`src/rtl/tmds_pkg.sv`:
```
// Shared constants and types for the TMDS word decoder.
// Token codes are written MSB (bit 9) first; bit 0 is the earliest bit on the wire.
package tmds_pkg;

  localparam logic [9:0] TOK_C00 = 10'b1101010100;
  localparam logic [9:0] TOK_C01 = 10'b0010101011;
  localparam logic [9:0] TOK_C10 = 10'b0101010100;
  localparam logic [9:0] TOK_C11 = 10'b1010101011;

  localparam logic [4:0]  LOCK_RUN       = 5'd16;
  localparam logic [11:0] SEARCH_TIMEOUT = 12'd4095;
  localparam logic [12:0] LOSS_WDOG      = 13'd8191;

  typedef enum logic {
    ST_SEARCH = 1'b0,
    ST_LOCKED = 1'b1
  } state_t;

endpackage

```
`src/rtl/tmds_word_decode.sv`:
```
// Combinational decode of one aligned 10-bit TMDS word into a pixel byte or a control token.
module tmds_word_decode
  import tmds_pkg::*;
(
  input  logic [9:0] word,
  output logic [7:0] data,
  output logic [1:0] ctrl,
  output logic       is_token
);

  logic [7:0] d;

  // Bit 9 undoes the disparity inversion; bit 8 picks XOR or XNOR chaining.
  always_comb begin
    d       = word[9] ? ~word[7:0] : word[7:0];
    data    = 8'h00;
    data[0] = d[0];
    for (int i = 1; i < 8; i++) begin
      data[i] = word[8] ? (d[i] ^ d[i-1]) : ~(d[i] ^ d[i-1]);
    end
  end

  always_comb begin
    is_token = 1'b1;
    ctrl     = 2'b00;
    case (word)
      TOK_C00: ctrl = 2'b00;
      TOK_C01: ctrl = 2'b01;
      TOK_C10: ctrl = 2'b10;
      TOK_C11: ctrl = 2'b11;
      default: is_token = 1'b0;
    endcase
  end

endmodule

```
`src/rtl/tmds_decoder.sv`:
```
// TMDS channel decoder: bit-slip word alignment on control-token runs, then registered
// decode of each loaded word into pixel data or control bits with a one-cycle valid strobe.
module tmds_decoder
  import tmds_pkg::*;
(
  input  logic       clk,
  input  logic       rst,
  input  logic       s_rst,
  input  logic       load,
  input  logic [9:0] data_in,
  output logic [7:0] data_out,
  output logic [1:0] ctrl_out,
  output logic       de_out,
  output logic       valid_out,
  output logic       locked,
  output logic [3:0] offset
);

  state_t      state, state_nx;
  logic [9:0]  prev;
  logic [4:0]  tok_run, tok_run_nx;
  logic [11:0] timeout, timeout_nx;
  logic [12:0] wdog, wdog_nx;
  logic [3:0]  offset_nx;
  logic        emit;

  logic [9:0]  aligned;
  logic [7:0]  dec_data;
  logic [1:0]  dec_ctrl;
  logic        dec_tok;

  // The 20-bit window keeps the older word in the low half, so offset 0 selects prev.
  assign aligned = 10'({data_in, prev} >> offset);

  tmds_word_decode u_dec (
    .word     (aligned),
    .data     (dec_data),
    .ctrl     (dec_ctrl),
    .is_token (dec_tok)
  );

  always_comb begin
    state_nx   = state;
    offset_nx  = offset;
    tok_run_nx = tok_run;
    timeout_nx = timeout;
    wdog_nx    = wdog;
    emit       = 1'b0;
    if (load) begin
      case (state)
        ST_SEARCH: begin
          tok_run_nx = dec_tok ? tok_run + 5'd1 : 5'd0;
          timeout_nx = timeout + 12'd1;
          if (tok_run_nx == LOCK_RUN) begin
            state_nx   = ST_LOCKED;
            tok_run_nx = 5'd0;
            timeout_nx = 12'd0;
          end else if (timeout_nx == SEARCH_TIMEOUT) begin
            offset_nx  = (offset == 4'd9) ? 4'd0 : offset + 4'd1;
            tok_run_nx = 5'd0;
            timeout_nx = 12'd0;
          end
        end
        ST_LOCKED: begin
          emit    = 1'b1;
          wdog_nx = dec_tok ? 13'd0 : wdog + 13'd1;
          if (wdog_nx == LOSS_WDOG) begin
            state_nx = ST_SEARCH;
            wdog_nx  = 13'd0;
          end
        end
        default: state_nx = ST_SEARCH;
      endcase
    end
  end

  always_ff @(posedge clk or posedge rst) begin
    if (rst) begin
      state     <= ST_SEARCH;
      offset    <= 4'd0;
      prev      <= 10'd0;
      tok_run   <= 5'd0;
      timeout   <= 12'd0;
      wdog      <= 13'd0;
      data_out  <= 8'h00;
      ctrl_out  <= 2'b00;
      de_out    <= 1'b0;
      valid_out <= 1'b0;
      locked    <= 1'b0;
    end else if (s_rst) begin
      state     <= ST_SEARCH;
      offset    <= 4'd0;
      prev      <= 10'd0;
      tok_run   <= 5'd0;
      timeout   <= 12'd0;
      wdog      <= 13'd0;
      data_out  <= 8'h00;
      ctrl_out  <= 2'b00;
      de_out    <= 1'b0;
      valid_out <= 1'b0;
      locked    <= 1'b0;
    end else begin
      state     <= state_nx;
      offset    <= offset_nx;
      tok_run   <= tok_run_nx;
      timeout   <= timeout_nx;
      wdog      <= wdog_nx;
      locked    <= (state_nx == ST_LOCKED);
      valid_out <= emit;
      if (load) prev <= data_in;
      // The field not being decoded keeps its previous value.
      if (emit) begin
        de_out <= ~dec_tok;
        if (dec_tok) ctrl_out <= dec_ctrl;
        else         data_out <= dec_data;
      end
    end
  end

endmodule

```
`config.mk`:
```
export PLATFORM = sky130hd
export DESIGN_NAME = tmds_decoder
export DESIGN_NICKNAME = d
export VERILOG_FILES = /design/src/rtl/tmds_pkg.sv /design/src/rtl/tmds_word_decode.sv /design/src/rtl/tmds_decoder.sv
export SDC_FILE = /design/constraint.sdc
export NUM_CORES = 1
export LEC_CHECK = 0
export BUFFER_PORTS_ARGS = -buffer_cell sky130_fd_sc_hd__buf_2
export CAP_MARGIN = 0
export CORE_ASPECT_RATIO = 1.5
export CORE_MARGIN = 10
export CORE_UTILIZATION = 27
export DETAILED_ROUTE_END_ITERATION = 8
export PLACE_DENSITY_LB_ADDON = 0.15
export SLEW_MARGIN = 20
export SYNTH_ARGS = -nofsm -noshare
export SYNTH_HDL_FRONTEND = slang
export SYNTH_SLANG_ARGS = --single-unit
```
`constraint.sdc`:
```
create_clock -name clk -period 4 [get_ports clk]
set_input_delay 0.6 -clock clk [delete_from_list [all_inputs] [get_ports clk]]
set_output_delay 0.6 -clock clk [all_outputs]
set_load 0.02 [all_outputs]
```
==> impl_metrics.ini, run 1 <==
[logic_synthesis]
synth_edf_count = 0
synth_area_per_cell_um2 = 9.36
synth_area_um2 = 4050
yosysUniqueCellTypes = 67
ys_warn_count = 0
yosys-top-cells-count = 57 x dfrtp_1, 47 x nand2_1, 34 x nor2_1
yosys.area.top_type_share = 0.353
synth_cells = 432
yosys.cell_count.top_type = dfrtp_1
synth_largest_area_cell = dfrtp_1
yosys-top-cells-area = dfrtp_1 35%, mux4_2 7.8%, mux2i_1 7.4%, nand2_1 4.4%, xnor2_1 3.5%
synth_nets = 450
synth_flop_cell = dfrtp_1
ys_ff_latch = 57
ys_async_sr_fraction = 1.00
ys_seq_area_frac = 0.353

[timing]
whs_ps = 474
tightest_slew_ps = 949
period_needed_ps = 3630
finalSetupViolCount = 0
fin_tns_setup_ps = 0
finalMaxSlewViolations = 0
timing.final.crit_share = 0.908
rsz0062_at_grt = no
max_freq_mhz = 275
hold_violations = 0
max_slew_margin = 0.367
clock_skew_ps = 10.7

[grt]
grt_pass1_wl_mm = 18.9
grt_pass1_vias = 3554
grt_antenna_before_repair = 0
grt_max_degree = 42
grtUsageTotal = 0.116
gr-total-overflow = 0

[layout]
insertedDiodeCount = 0
final_cells = 671
area_delta_synth_final_pct = 18.8
drive_gt1_frac = 0.198
final_nets = 488
utilization = 0.328

[setup_path]
rr_endpoint = timeout[9]$_DFFE_PP0P_
r2r_setup_slack_ps = 370
crit_arrival_ps = 3850
worstSetupStartpointType = flip-flop
rr_worst_depth = 9
cp.required_ps = 4220
worst-path-max-fanout = 14
r2r_start = offset[1]$_DFFE_PP0P_
worst-setup-path-type = flip-flop to flip-flop
cp-end-kind = flip-flop
crit_end = timeout[9]$_DFFE_PP0P_
crit_path_start = offset[1]$_DFFE_PP0P_

[detailed_routing]
postRouteAntennaNets = 0
drc = 0
drt_iter0_markers = 180
via_count = 3463
dr.pass1.iters = 4
wl_mm = 11.6
routedWlPerCell_um = 17.2
via_per_inst = 5.16

[pwr]
powerDensity_nw_per_um2 = 355
vdd_drop_max_v = 0.000158
p_leak_nw = 1.93

[place]
io_buffers = 30
gp_congestion = 0.816
dp_hpwl_mm = 8.64
placed_cells = 655

[clock_network]
tritoncts = built
cts_inserted_buffers = 9
clkSinkCount = 57
clk_latency_ps = 340
cts_root_buf = clkbuf_16
htree_levels = 3
clk_pin_slew_ps = 50
clockBufferDepth = 2
ctsHoldBuffers = 0

[run_status]
status = finished, final reports clean

[floorplan]
die_h_um = 170
initial_core_util = 0.276
num_rows = 54
die_w_um = 120
top_level_ports = 31
die_area_um2 = 20400
core_area_um2 = 14700

[flow_run]
max_cap_viol_count = 0

[min_path]
holdCritPathClass = primary input to asynchronous set/reset pin
==> cell type report <==
class                      count  area [um^2]
clock inverter                 5         77.6
sequential                    57         1430
clock buffer                  11          253
timing repair buffer          48          285
tap                          196          245
fill                        1553         9850
multi-input combinational    339         2460
inverter                      15         56.3
==> layout by cell type, fill, tap and decap left out, drive strengths merged, types with 5 or more instances in the layout <==
cell type / Yosys / routed
a21o: 5 / 5
inv: 12 / 12
and2: 5 / 5
nand2: 47 / 47
buf: 11 / 48
o31ai: 5 / 5
o21ai: 20 / 20
clkinv: 3 / 5
nand3: 15 / 15
mux4: 14 / 14
a21oi: 14 / 14
mux2: 5 / 5
o21a: 6 / 6
nand2b: 8 / 8
mux2i: 30 / 30
clkbuf: 10 / 11
dfrtp: 57 / 57
nand3b: 5 / 5
xnor2: 16 / 16
nor3: 16 / 16
xor2: 8 / 8
nor4: 8 / 8
nor2: 34 / 34
==> how the worst min path moves through the flow <==
stage / depth (start not counted) / startpoint / end / slack [ps]
after global placement: 1 / tok_run[4]$_DFFE_PP0P_ / tok_run[4]$_DFFE_PP0P_ / 480
final: 2 / rst / timeout[7]$_DFFE_PP0P_ / 470
after floorplan: 1 / tok_run[4]$_DFFE_PP0P_ / tok_run[4]$_DFFE_PP0P_ / 460
after detailed placement: 1 / ctrl_out[0]$_DFFE_PP0P_ / ctrl_out[0]$_DFFE_PP0P_ / 490
after global routing: 1 / ctrl_out[0]$_DFFE_PP0P_ / ctrl_out[0]$_DFFE_PP0P_ / 520
after CTS: 1 / tok_run[4]$_DFFE_PP0P_ / tok_run[4]$_DFFE_PP0P_ / 500
==> state kept, by name, indices dropped and copies added, names as in the netlist, 2 cells and up <==
| name | flops |
|---|---|
| ctrl_out | 2 |
| data_out | 8 |
| offset | 4 |
| prev | 10 |
| timeout | 12 |
| tok_run | 5 |
| wdog | 13 |
==> power breakdown <==
group          total (mW)  switching [mW]  internal (mW)
logic               0.240           0.138          0.101
registers           0.607          0.0185          0.588
clock network       0.859           0.283          0.577
==> metal layers <==
layer	part of all wire	global-route usage
met3	0.034	0.0262
met2	0.53	0.212
met4	0.027	0.0542
met1	0.40	0.124
met5	0	0
==> critical path, cell delays in order, from the launching register on <==
cell and delay [ps]:
dfrtp_2 540, mux4_2 590, o22a_1 250, or4_1 540, a221o_1 400, or3_4 420, a21oi_4 300, buf_4 220
o311ai_0 120, o21a_1 140
==> what timing repair did <==
item | CTS | global route
gates resized for setup | 0 | 1
buffers inserted | 0 | 0
endpoints found under the setup margin | 0 | 2
==> through the flow <==
step           setup slack [ps]  power, mW  instance area (um^2)
2_1_floorplan               650      0.783                  4050
3_3_place_gp                278      0.861                  4480
3_5_place_dp                211      0.859                  4480
4_1_cts                     194       1.73                  4810
5_1_grt                     169       1.78                  4810
6_report                    367       1.71                  4810
==> kinds of logic after synthesis <==
| kind of cell | share of synthesized area |
|---|---|
| simple gates | 0.214 |
| compound gates | 0.164 |
| flops | 0.353 |
| mux | 0.166 |
| buf+inv | 0.0387 |
| xor+xnor | 0.0520 |
| fa+ha+maj | 0.0124 |
No activity file was read; power rests on OpenSTA's default activity.
==> run 2: changes to the inputs <==
--- a/config.mk
+++ b/config.mk
@@ -8,7 +8,7 @@
 export BUFFER_PORTS_ARGS = -buffer_cell sky130_fd_sc_hd__buf_2
 export CAP_MARGIN = 0
 export CORE_ASPECT_RATIO = 1.5
-export CORE_MARGIN = 10
+export CORE_MARGIN = 2
 export CORE_UTILIZATION = 27
 export DETAILED_ROUTE_END_ITERATION = 8
 export PLACE_DENSITY_LB_ADDON = 0.15
==> impl_metrics.ini, run 2 (synthesis results as in run 1) <==
[place]
place_ws_ps = 306
dp_hpwl_mm = 8.42
dpl_cell_area_um2 = 4460
io_buffers = 30
placed_cells = 653
gp_congestion = 0.871

[layout]
final_cells = 669
utilization = 0.327
largest_reg_flops = 13
final_nets = 486
regMostFlops = wdog
final_area_um2 = 4770
layout_commonest_cell = dfrtp_1
area_delta_synth_final_pct = 17.8
insertedDiodeCount = 0
reg_top3 = wdog (13), timeout (12), prev (10)
fillCellCount = 1577
drive_gt1_frac = 0.192
layout_common_cells = 57 x dfrtp_1, 47 x nand2_1, 34 x nor2_1

[setup_path]
worstSetupStartpointType = flip-flop
worst-setup-path-type = flip-flop to flip-flop
r2r_setup_slack_ps = 330
cp-end-kind = flip-flop
cp_slowest_stage_delay_ps = 640
worst-path-max-fanout = 12
crit_family = simple AND/OR/NAND/NOR gates
crit_slowest_cell = dfrtp_1
crit_arrival_ps = 3870
path_buf_inv = 0
cp.required_ps = 4200
crit_chain = mux4_2 > o22a_1 > or4_1 > a221o_1 > or3_4 > a21oi_4 > or2_1 > o22ai_1

[detailed_routing]
via_per_inst = 5.22
wl_mm = 11.5
via_count = 3492
dr.pass1.iters = 5
routedWlPerCell_um = 17.2
drc = 0
postRouteAntennaNets = 0
drt_iter0_markers = 263

[timing]
fin_tns_setup_ps = 0
period_needed_ps = 3670
tightest_slew_ps = 902
finalMaxSlewViolations = 0
hold_violations = 0
max_slew_margin = 0.396
whs_ps = 440
fin_ws_ps = 327
finalSetupViolCount = 0
timing.final.crit_share = 0.918
rsz0062_at_grt = no
max_freq_mhz = 272
clock_skew_ps = 5.56

[clock_network]
clk_latency_ps = 330
cts_resized = 0
clkSinkCount = 57
ctsHoldBuffers = 0
cts_root_buf = clkbuf_16
tritoncts = built
htree_levels = 3
clk_pin_slew_ps = 60
cts_inserted_buffers = 9
clockBufferDepth = 2
cts_setup_buffers = 0

[grt]
grt_pass1_wl_mm = 18.8
grt_antenna_before_repair = 0
grt_pass1_vias = 3627
grtUsageTotal = 0.148
gr-total-overflow = 0
grt_max_degree = 39

[floorplan]
die_h_um = 154
die_area_um2 = 16000
top_level_ports = 31
core_area_um2 = 14600
num_rows = 54
initial_core_util = 0.277
die_w_um = 104

[run_status]
status = finished, final reports clean

[min_path]
holdCritPathClass = primary input to asynchronous set/reset pin

[pwr]
p_leak_nw = 1.90
vdd_drop_max_v = 0.000143
power_mw = 1.64
powerDensity_nw_per_um2 = 343

[flow_run]
max_cap_viol_count = 0
[run 2: changes by cell type in the layout (fill, tap and decap cells not counted)]
cell	before	now
dfrtp_2	1	0
buf_4	18	16
bufinv_16	2	1
clkinv_2	2	1
clkinvlp_4	1	3
inv_6	0	1
clkbuf_8	2	1
dfrtp_1	56	57
[run 2: final cells by class]
cell class | count | area, um^2 | share of cell area
Multi-Input combinational cell | 339 | 2460 | 0.517
Inverter | 15 | 56.3 | 0.0118
Timing Repair Buffer | 46 | 270 | 0.0567
Clock buffer | 10 | 239 | 0.0501
Sequential cell | 57 | 1430 | 0.299
Tap cell | 196 | 245 | 0.0515
Clock inverter | 6 | 66.3 | 0.0139
[run 2: worst paths after layout]
kind / start / end / cells past startpoint
setup / recovery: offset[1]$_DFFE_PP0P_ / timeout[3]$_DFFE_PP0P_ / 8
hold / removal: rst / tok_run[2]$_DFFE_PP0P_ / 2
setup reg to reg: offset[1]$_DFFE_PP0P_ / timeout[3]$_DFFE_PP0P_ / 8
hold reg to reg: tok_run[4]$_DFFE_PP0P_ / tok_run[4]$_DFFE_PP0P_ / 1
max in group asynchronous: rst / prev[8]$_DFFE_PP0P_ / 3
min in group clk: tok_run[4]$_DFFE_PP0P_ / tok_run[4]$_DFFE_PP0P_ / 1
[run 2: power breakdown]
group | total [mW] | switching (mW) | internal (mW)
Combinational | 0.237 | 0.139 | 0.0975
Clock | 0.792 | 0.293 | 0.499
Sequential | 0.608 | 0.0200 | 0.588
[run 2: metal layers]
metal  part of all wire  up-vias  GRT usage
met1               0.41     1725      0.161
met2               0.52       59      0.268
met4              0.037        0     0.0746
met5                  0        -          0
met3              0.029       23     0.0348
li1                   -     1685          -
